### src/rtl/int_narrow_packer.sv
// Saturating 32->16 narrowing packer: two lanes per output word, flush emits a partial word.
// Optional INT_PACK_SAT_FLAG_EN adds a per-lane sat_mask output registered with out_data.
module int_narrow_packer #(
   parameter int DATA_W = 32
) (
   input  logic              clk,
   input  logic              rst,
   input  logic              in_vld,
   output logic              in_rdy,
   input  logic [DATA_W-1:0] in_data,
   input  logic              in_signed,
   input  logic              out_signed,
   input  logic              flush,
   output logic              out_vld,
   input  logic              out_rdy,
   output logic [DATA_W-1:0] out_data,
`ifdef INT_PACK_SAT_FLAG_EN
   output logic [1:0]        sat_mask,
`endif
   output logic [1:0]        out_lane_vld
);

   localparam int LANE_W = DATA_W / 2;

   typedef enum logic {
      IDLE = 1'b0,
      HALF = 1'b1
   } state_t;

   // True when the source value is representable in the target lane type.
   function automatic logic lane_fits(input logic [DATA_W-1:0] d, input logic is_s, input logic os_s);
      logic fits;
      if (os_s) begin
         fits = (~|d[DATA_W-1:LANE_W-1]) | (is_s & (&d[DATA_W-1:LANE_W-1]));
      end else begin
         fits = (~|d[DATA_W-1:LANE_W]) & ~(is_s & d[DATA_W-1]);
      end
      return fits;
   endfunction

   // Saturated lane value; negative sources clamp low, everything else clamps high.
   function automatic logic [LANE_W-1:0] sat_value(input logic [DATA_W-1:0] d, input logic is_s, input logic os_s);
      logic              neg;
      logic [LANE_W-1:0] lane;
      neg = is_s & d[DATA_W-1];
      if (lane_fits(d, is_s, os_s)) begin
         lane = d[LANE_W-1:0];
      end else if (os_s) begin
         lane = neg ? {1'b1, {(LANE_W-1){1'b0}}} : {1'b0, {(LANE_W-1){1'b1}}};
      end else begin
         lane = neg ? {LANE_W{1'b0}} : {LANE_W{1'b1}};
      end
      return lane;
   endfunction

   state_t            state;
   logic [LANE_W-1:0] half_q;
   logic              flush_pend_q;
   logic              slot_free;
   logic              accept;
   logic [LANE_W-1:0] beat_lane;
`ifdef INT_PACK_SAT_FLAG_EN
   logic              half_clamp_q;
   logic              beat_clamp;
`endif

   // Handshake decode and per-beat saturation.
   always_comb begin
      slot_free = ~out_vld | out_rdy;
      in_rdy    = slot_free & ~flush_pend_q & ~flush;
      accept    = in_vld & in_rdy;
      beat_lane = sat_value(in_data, in_signed, out_signed);
`ifdef INT_PACK_SAT_FLAG_EN
      beat_clamp = ~lane_fits(in_data, in_signed, out_signed);
`endif
   end

   // Pairing FSM and output word register.
   always_ff @(posedge clk) begin
      if (rst) begin
         state        <= IDLE;
         half_q       <= {LANE_W{1'b0}};
         flush_pend_q <= 1'b0;
         out_vld      <= 1'b0;
         out_data     <= {DATA_W{1'b0}};
         out_lane_vld <= 2'b00;
`ifdef INT_PACK_SAT_FLAG_EN
         half_clamp_q <= 1'b0;
         sat_mask     <= 2'b00;
`endif
      end else begin
         if (out_vld & out_rdy) begin
            out_vld <= 1'b0;
         end else begin
            out_vld <= out_vld;
         end
         case (state)
            IDLE: begin
               if (accept) begin
                  half_q <= beat_lane;
`ifdef INT_PACK_SAT_FLAG_EN
                  half_clamp_q <= beat_clamp;
`endif
                  state  <= HALF;
               end else begin
                  state  <= IDLE;
               end
            end
            HALF: begin
               if (accept) begin
                  out_data     <= {beat_lane, half_q};
                  out_lane_vld <= 2'b11;
                  out_vld      <= 1'b1;
`ifdef INT_PACK_SAT_FLAG_EN
                  sat_mask     <= {beat_clamp, half_clamp_q};
`endif
                  state        <= IDLE;
               end else if (flush | flush_pend_q) begin
                  if (slot_free) begin
                     out_data     <= {{LANE_W{1'b0}}, half_q};
                     out_lane_vld <= 2'b01;
                     out_vld      <= 1'b1;
`ifdef INT_PACK_SAT_FLAG_EN
                     sat_mask     <= {1'b0, half_clamp_q};
`endif
                     flush_pend_q <= 1'b0;
                     state        <= IDLE;
                  end else begin
                     flush_pend_q <= 1'b1;
                  end
               end else begin
                  state <= HALF;
               end
            end
            default: begin
               state <= IDLE;
            end
         endcase
      end
   end

endmodule

### config.mk
export PLATFORM = sky130hd
export DESIGN_NAME = int_narrow_packer
export DESIGN_NICKNAME = d
export VERILOG_FILES = /design/src/rtl/int_narrow_packer.sv
export SDC_FILE = /design/constraint.sdc
export NUM_CORES = 1
export LEC_CHECK = 0
export ABC_AREA = 1
export CORE_UTILIZATION = 25
export DETAILED_ROUTE_END_ITERATION = 16
export GPL_ROUTABILITY_DRIVEN = 0
export HOLD_SLACK_MARGIN = 0.1
export PLACE_DENSITY = 0.55
export SYNTH_ARGS = -nofsm -noshare
export SYNTH_HDL_FRONTEND = slang
export SYNTH_SLANG_ARGS = --single-unit
### constraint.sdc
create_clock -name clk -period 1.25 [get_ports clk]
set_input_delay 0.125 -clock clk [delete_from_list [all_inputs] [get_ports clk]]
set_output_delay 0.125 -clock clk [all_outputs]
set_load 0.01 [all_outputs]
# Word-level counts from Yosys, hierarchy flattened
# Cells that the tools add are included.
[totals]
register_bits = 53
latch_bits = 0
mem_bits_rw = 0
romBits = 0
out_inout_bits = 36
elab_cells = 53
memories = 0
[classes]
n_addsub = 0
n_mul = 0
div = 0
magnitude_cmp = 0
n_eq_ne = 0
n_shift = 0
mux = 21
n_bitwise = 16
reduce_logical = 10
[ops]
columns = ["cell", "count"]
rows = [
  ["$mux W32", 3],
  ["$mux W16", 4],
  ["$reduce_and A17 Y1", 1],
  ["$reduce_or A17 Y1", 1],
  ["$reduce_or A16 Y1", 1],
  ["$mux W1", 10],
  ["$and A1 B1 Y1", 7],
  ["$mux W2", 3],
  ["$not A1 Y1", 6],
  ["$reduce_and A3 Y1", 2],
  ["$reduce_bool A2 Y1", 2],
  ["$or A1 B1 Y1", 3],
  ["$logic_not A1 Y1", 2],
  ["$pmux W1 S2", 1],
  ["$reduce_and A2 Y1", 1],
]

# Longest topological paths before layout
[logic_depth]
depth_word = 7
ltp_mapped = 13

# Worst setup path before layout
# OpenSTA, ideal clock, no wires.
[synth_path]
path_type = "reg-to-reg"
from = "reg flush_pend_q"
to = "reg half_q[0]"
setup_time_ns = 0.113
arrival_ns = 1.363
setup_slack_ns = -0.226
path_stages_with_launch = 10
path_buffers = 1
synth_period_minus_slack_ns = 1.476
path_cell_list = "dfxtp_1 nor2_1 inv_1 nor2_2 nand2_2 nor2_4 inv_2 clkbuf_1 o21ai_1 inv_1"
[synth_between]
elab_chain_len = 5
[synth_rtl]
columns = ["element", "line", "source"]
rows = [
  ["start, declared", "58", "logic flush_pend_q;"],
  ["start signal, assigned", "83", "flush_pend_q <= 1'b0;"],
  ["start signal, assigned", "126", "flush_pend_q <= 1'b0;"],
  ["start signal, assigned", "129", "flush_pend_q <= 1'b1;"],
  ["$not A1 Y1", "70", "in_rdy = slot_free & ~flush_pend_q & ~flush;"],
  ["$and A1 B1 Y1 (2 in a row)", "70", ""],
  ["via in_rdy", "9", "output logic in_rdy,"],
  ["$and A1 B1 Y1", "71", "accept = in_vld & in_rdy;"],
  ["$reduce_and A2 Y1 (no line)", "n/a", ""],
  ["end signal, assigned", "82", "half_q <= {LANE_W{1'b0}};"],
  ["end signal, assigned", "100", "half_q <= beat_lane;"],
  ["end, declared", "57", "logic [LANE_W-1:0] half_q;"],
]
# The timed path passes the listed nets, and every way through them passes these cells.
# A chain may end at the register's enable or synchronous reset.

# Worst setup path after layout
[layout_path]
from = "reg flush_pend_q"
to = "reg half_q[0]"
[layout_between]
elab_chain_len = 5
[layout_rtl]
columns = ["element", "line"]
rows = [
  ["$not A1 Y1", "70"],
  ["$and A1 B1 Y1 (2 in a row)", "70"],
  ["$and A1 B1 Y1", "71"],
  ["$reduce_and A2 Y1 (no line)", "n/a"],
]
# Every way passes these cells.

==> reports/results.ini <==
[clock_network]
clockRootBuffer = clkbuf_8
cts_buffers = 5
hold_buffers = 0
clk_pin_slew_ns = 0.09
cts.sinks = 53
cts.htree.levels = 2
cts_tree = built
cts_buffer_depth = 2
clkLatencyLatePin_ns = 0.30

[synth]
mappedNetlistNets = 349
yosys_warnings = 0
ys_seq_elements = 53
synth_cell_type_count = 28
syn_avg_cell_area_um2 = 7.261
synthesis.area_mm2 = 0.002251
ys_seq_area_share_pct = 47.14
synthCells = 310

[grt]
grt_pass1_wl_mm = 10.41
grt_overflow = 0
grtUsageTotal_pct = 13.53
antenna_found_initial = 0
grt_pass1_vias = 2247
grt_max_degree = 19

[routing]
drtAntennaViolNets = 0
dr_total_vias = 2247
drtPass1Iterations = 4
drt_iter0_markers = 52
routed_wl_mm = 6.488
route.detailed.drc = 0
wl_per_cell_um = 12.50
vias_per_cell = 4.329

[setup_path]
path_common_cell = nor2_4
slowest_delay_ns = 0.34
crit_slowest_cell = dfxtp_2
start_kind = flip-flop
critical_path_required_ns = 1.50
crit_family = simple AND/OR/NAND/NOR gates
critPathKind = flip-flop to flip-flop
crit_chain = nor2_4, inv_2, nor2_4, nand2_4, nor2_4, buf_8, nor2_4, nor2_2, o21ai_2, inv_1
worst_setup_path_end_kind = flip-flop
cp_num_buf_inv = 3
arrival_ns = 1.57
critPathMaxFanout = 8

[die]
num_rows = 34
dieArea_mm2 = 0.009387
die_height_um = 96.89
ios = 75
fp.dieW_um = 96.89
fp.coreArea_mm2 = 0.008721
start_util_pct = 25.81

[power_and_ir_drop]
irDropWorstVdd_v = 0.0003679
p_leak_nw = 1.693
pwr_density_cell_mw_per_mm2 = 957.1

[sta]
setup_ws_ns = -0.07006
period_minus_slack_ns = 1.320
fin_crit_sh_pct = 105.6
fin_worst_skew_ns = 0.002692
final_max_slew_viol_count = 0
hold_viol_final = 0
rsz0062_at_grt = true
max_freq_ghz = 0.7575
relSlewSlack_pct = 68.93
worstMarginPinSlew_ns = 0.4656
setup_viol = 15

[finish]
final_area_mm2 = 0.003780
final_util_pct = 43.34
drive_gt1_share_pct = 33.09
area_delta_synth_final_pct = 67.93
n_antenna_cell = 0
final_nets = 450

[placed_design]
io_buffers = 74
dpl_cell_area_mm2 = 0.003227
hpwlAfterDp_mm = 4.277

[run_status]
violations = setup timing
status = finished with violations

[worst_hold_path]
holdCritPathClass = input pin to flip-flop

[job]
drv_cap = 0

[report_power, final]
part           leakage [nW]  switching, mW  internal (mW)  total, mW
Sequential            0.434         0.0498           1.79       1.84
Clock                0.0443          0.522          0.441      0.963
Combinational          1.22          0.419          0.392      0.812
Total                  1.69          0.991           2.63       3.62
[per-stage QoR]
step	instances	hold slack, ns	setup slack (ns)	total power, mW	setup TNS [ns]
after floorplan	310	0.3066	-0.1321	2.203	-3.088
after global placement	494	0.4462	-0.5817	2.549	-23.56
after detailed placement	494	0.4530	-0.6081	2.555	-24.68
after CTS	514	0.4684	-0.07950	3.553	-0.9299
after global routing	519	0.2284	-0.1661	3.808	-4.071
final	519	0.1964	-0.07006	3.618	-0.7214
[layout make-up]
| cell class | instances | area [µm²] |
|---|---|---|
| clock buffers | 7 | 86.33 |
| repair inverters | 2 | 20.02 |
| multi-input cells | 211 | 1346 |
| repair buffers | 104 | 985.9 |
| inverters | 34 | 142.6 |
| flip-flops and latches | 53 | 1064 |
| well taps | 108 | 135.1 |
| fillers | 874 | 4941 |
[cells in the mapped netlist]
cell	number	area, µm²
dfxtp_1	53	1061
a21oi_1	37	185.2
a21oi_2	1	8.760
nand2_4	1	11.26
xor2_1	1	8.760
nor2_4	1	11.26
nor2_1	42	157.7
nand3_1	2	10.01
nand3_2	2	20.02
clkbuf_1	5	18.77
and2_1	1	6.260
nor2_2	4	25.02
inv_1	32	120.1
buf_1	2	7.510
nand2_2	13	81.33
or2_1	1	6.260
o21ai_0	21	105.1
buf_6	1	11.26
nand3b_1	1	7.510
o21a_1	1	7.510
nor3_1	1	5.000
buf_12	1	20.02
o21ai_1	12	60.06
nand4_1	3	18.77
a211oi_1	1	7.510
inv_2	2	7.510
buf_2	5	25.02
nand2_1	63	236.5
[sequential cells by signal (all words and copies together), names as in the netlist]
signal / flops
state: 1
out_vld: 1
out_lane_vld: 2
half_q: 16
flush_pend_q: 1
out_data: 32
[kinds of logic after synthesis]
| logic type | share of synthesized area, % |
|---|---|
| buffers and inverters | 9.339 |
| AND/OR/NAND/NOR | 26.52 |
| XOR/XNOR | 0.3892 |
| AO/OA/AOI/OAI | 16.62 |
| flip-flops | 47.14 |
[worst paths after layout]
path	startpoint	endpoint	slack, ns	cells after the start
hold / removal	flush	flush_pend_q	0.20	3
setup reg to reg	flush_pend_q	half_q[0]	-0.07	10
setup / recovery	flush_pend_q	half_q[0]	-0.07	10
hold reg to reg	out_data[23]	out_data[23]	0.47	2
[what timing repair did]
| action | CTS | global route |
|---|---|---|
| resized for setup | 109 | 76 |
| pin swaps | 50 | 30 |
| cloned | 4 | 1 |
| setup endpoints to repair | 87 | 53 |
| buffers inserted | 9 | 4 |
[placed cells by master, fill, tap and decap left out, types with 3 or more instances in the layout]
master           netlist  layout
a21oi_1               37      17
o21ai_0               21       7
nand2_2               13      25
o21ai_1               12      21
buf_6                  1       4
nand2_8                0       3
nor2_4                 1       9
clkdlybuf4s50_1        0      18
nand2_4                1       8
dlygate4sd2_1          0      40
a21oi_2                1      19
inv_1                 32      30
buf_4                  0      20
o21ai_2                0       4
nor2_2                 4       9
clkbuf_8               0       6
clkdlybuf4s15_1        0       9
inv_8                  0       3
nand2_1               63      42
buf_12                 1       4
dfxtp_1               53      51
clkbuf_2               0       5
nand4_1                3       3
nor2_1                42      29
nand3_2                2       3
[worst min-delay path: cells and delay by family]
kind	cells	cell delay, ns
buf+inv	1	0.15
compound gates	1	0.13
simple gates	1	0.05
[per-layer routing]
layer	global-route usage, %	vias to the layer above	wire length, µm
met5	0	-	0
met4	4.018	0	65
met3	3.035	4	299
met2	24.11	60	3170
met1	16.10	1001	2953
li1	-	1182	-
(Power assumes the default switching activity.)
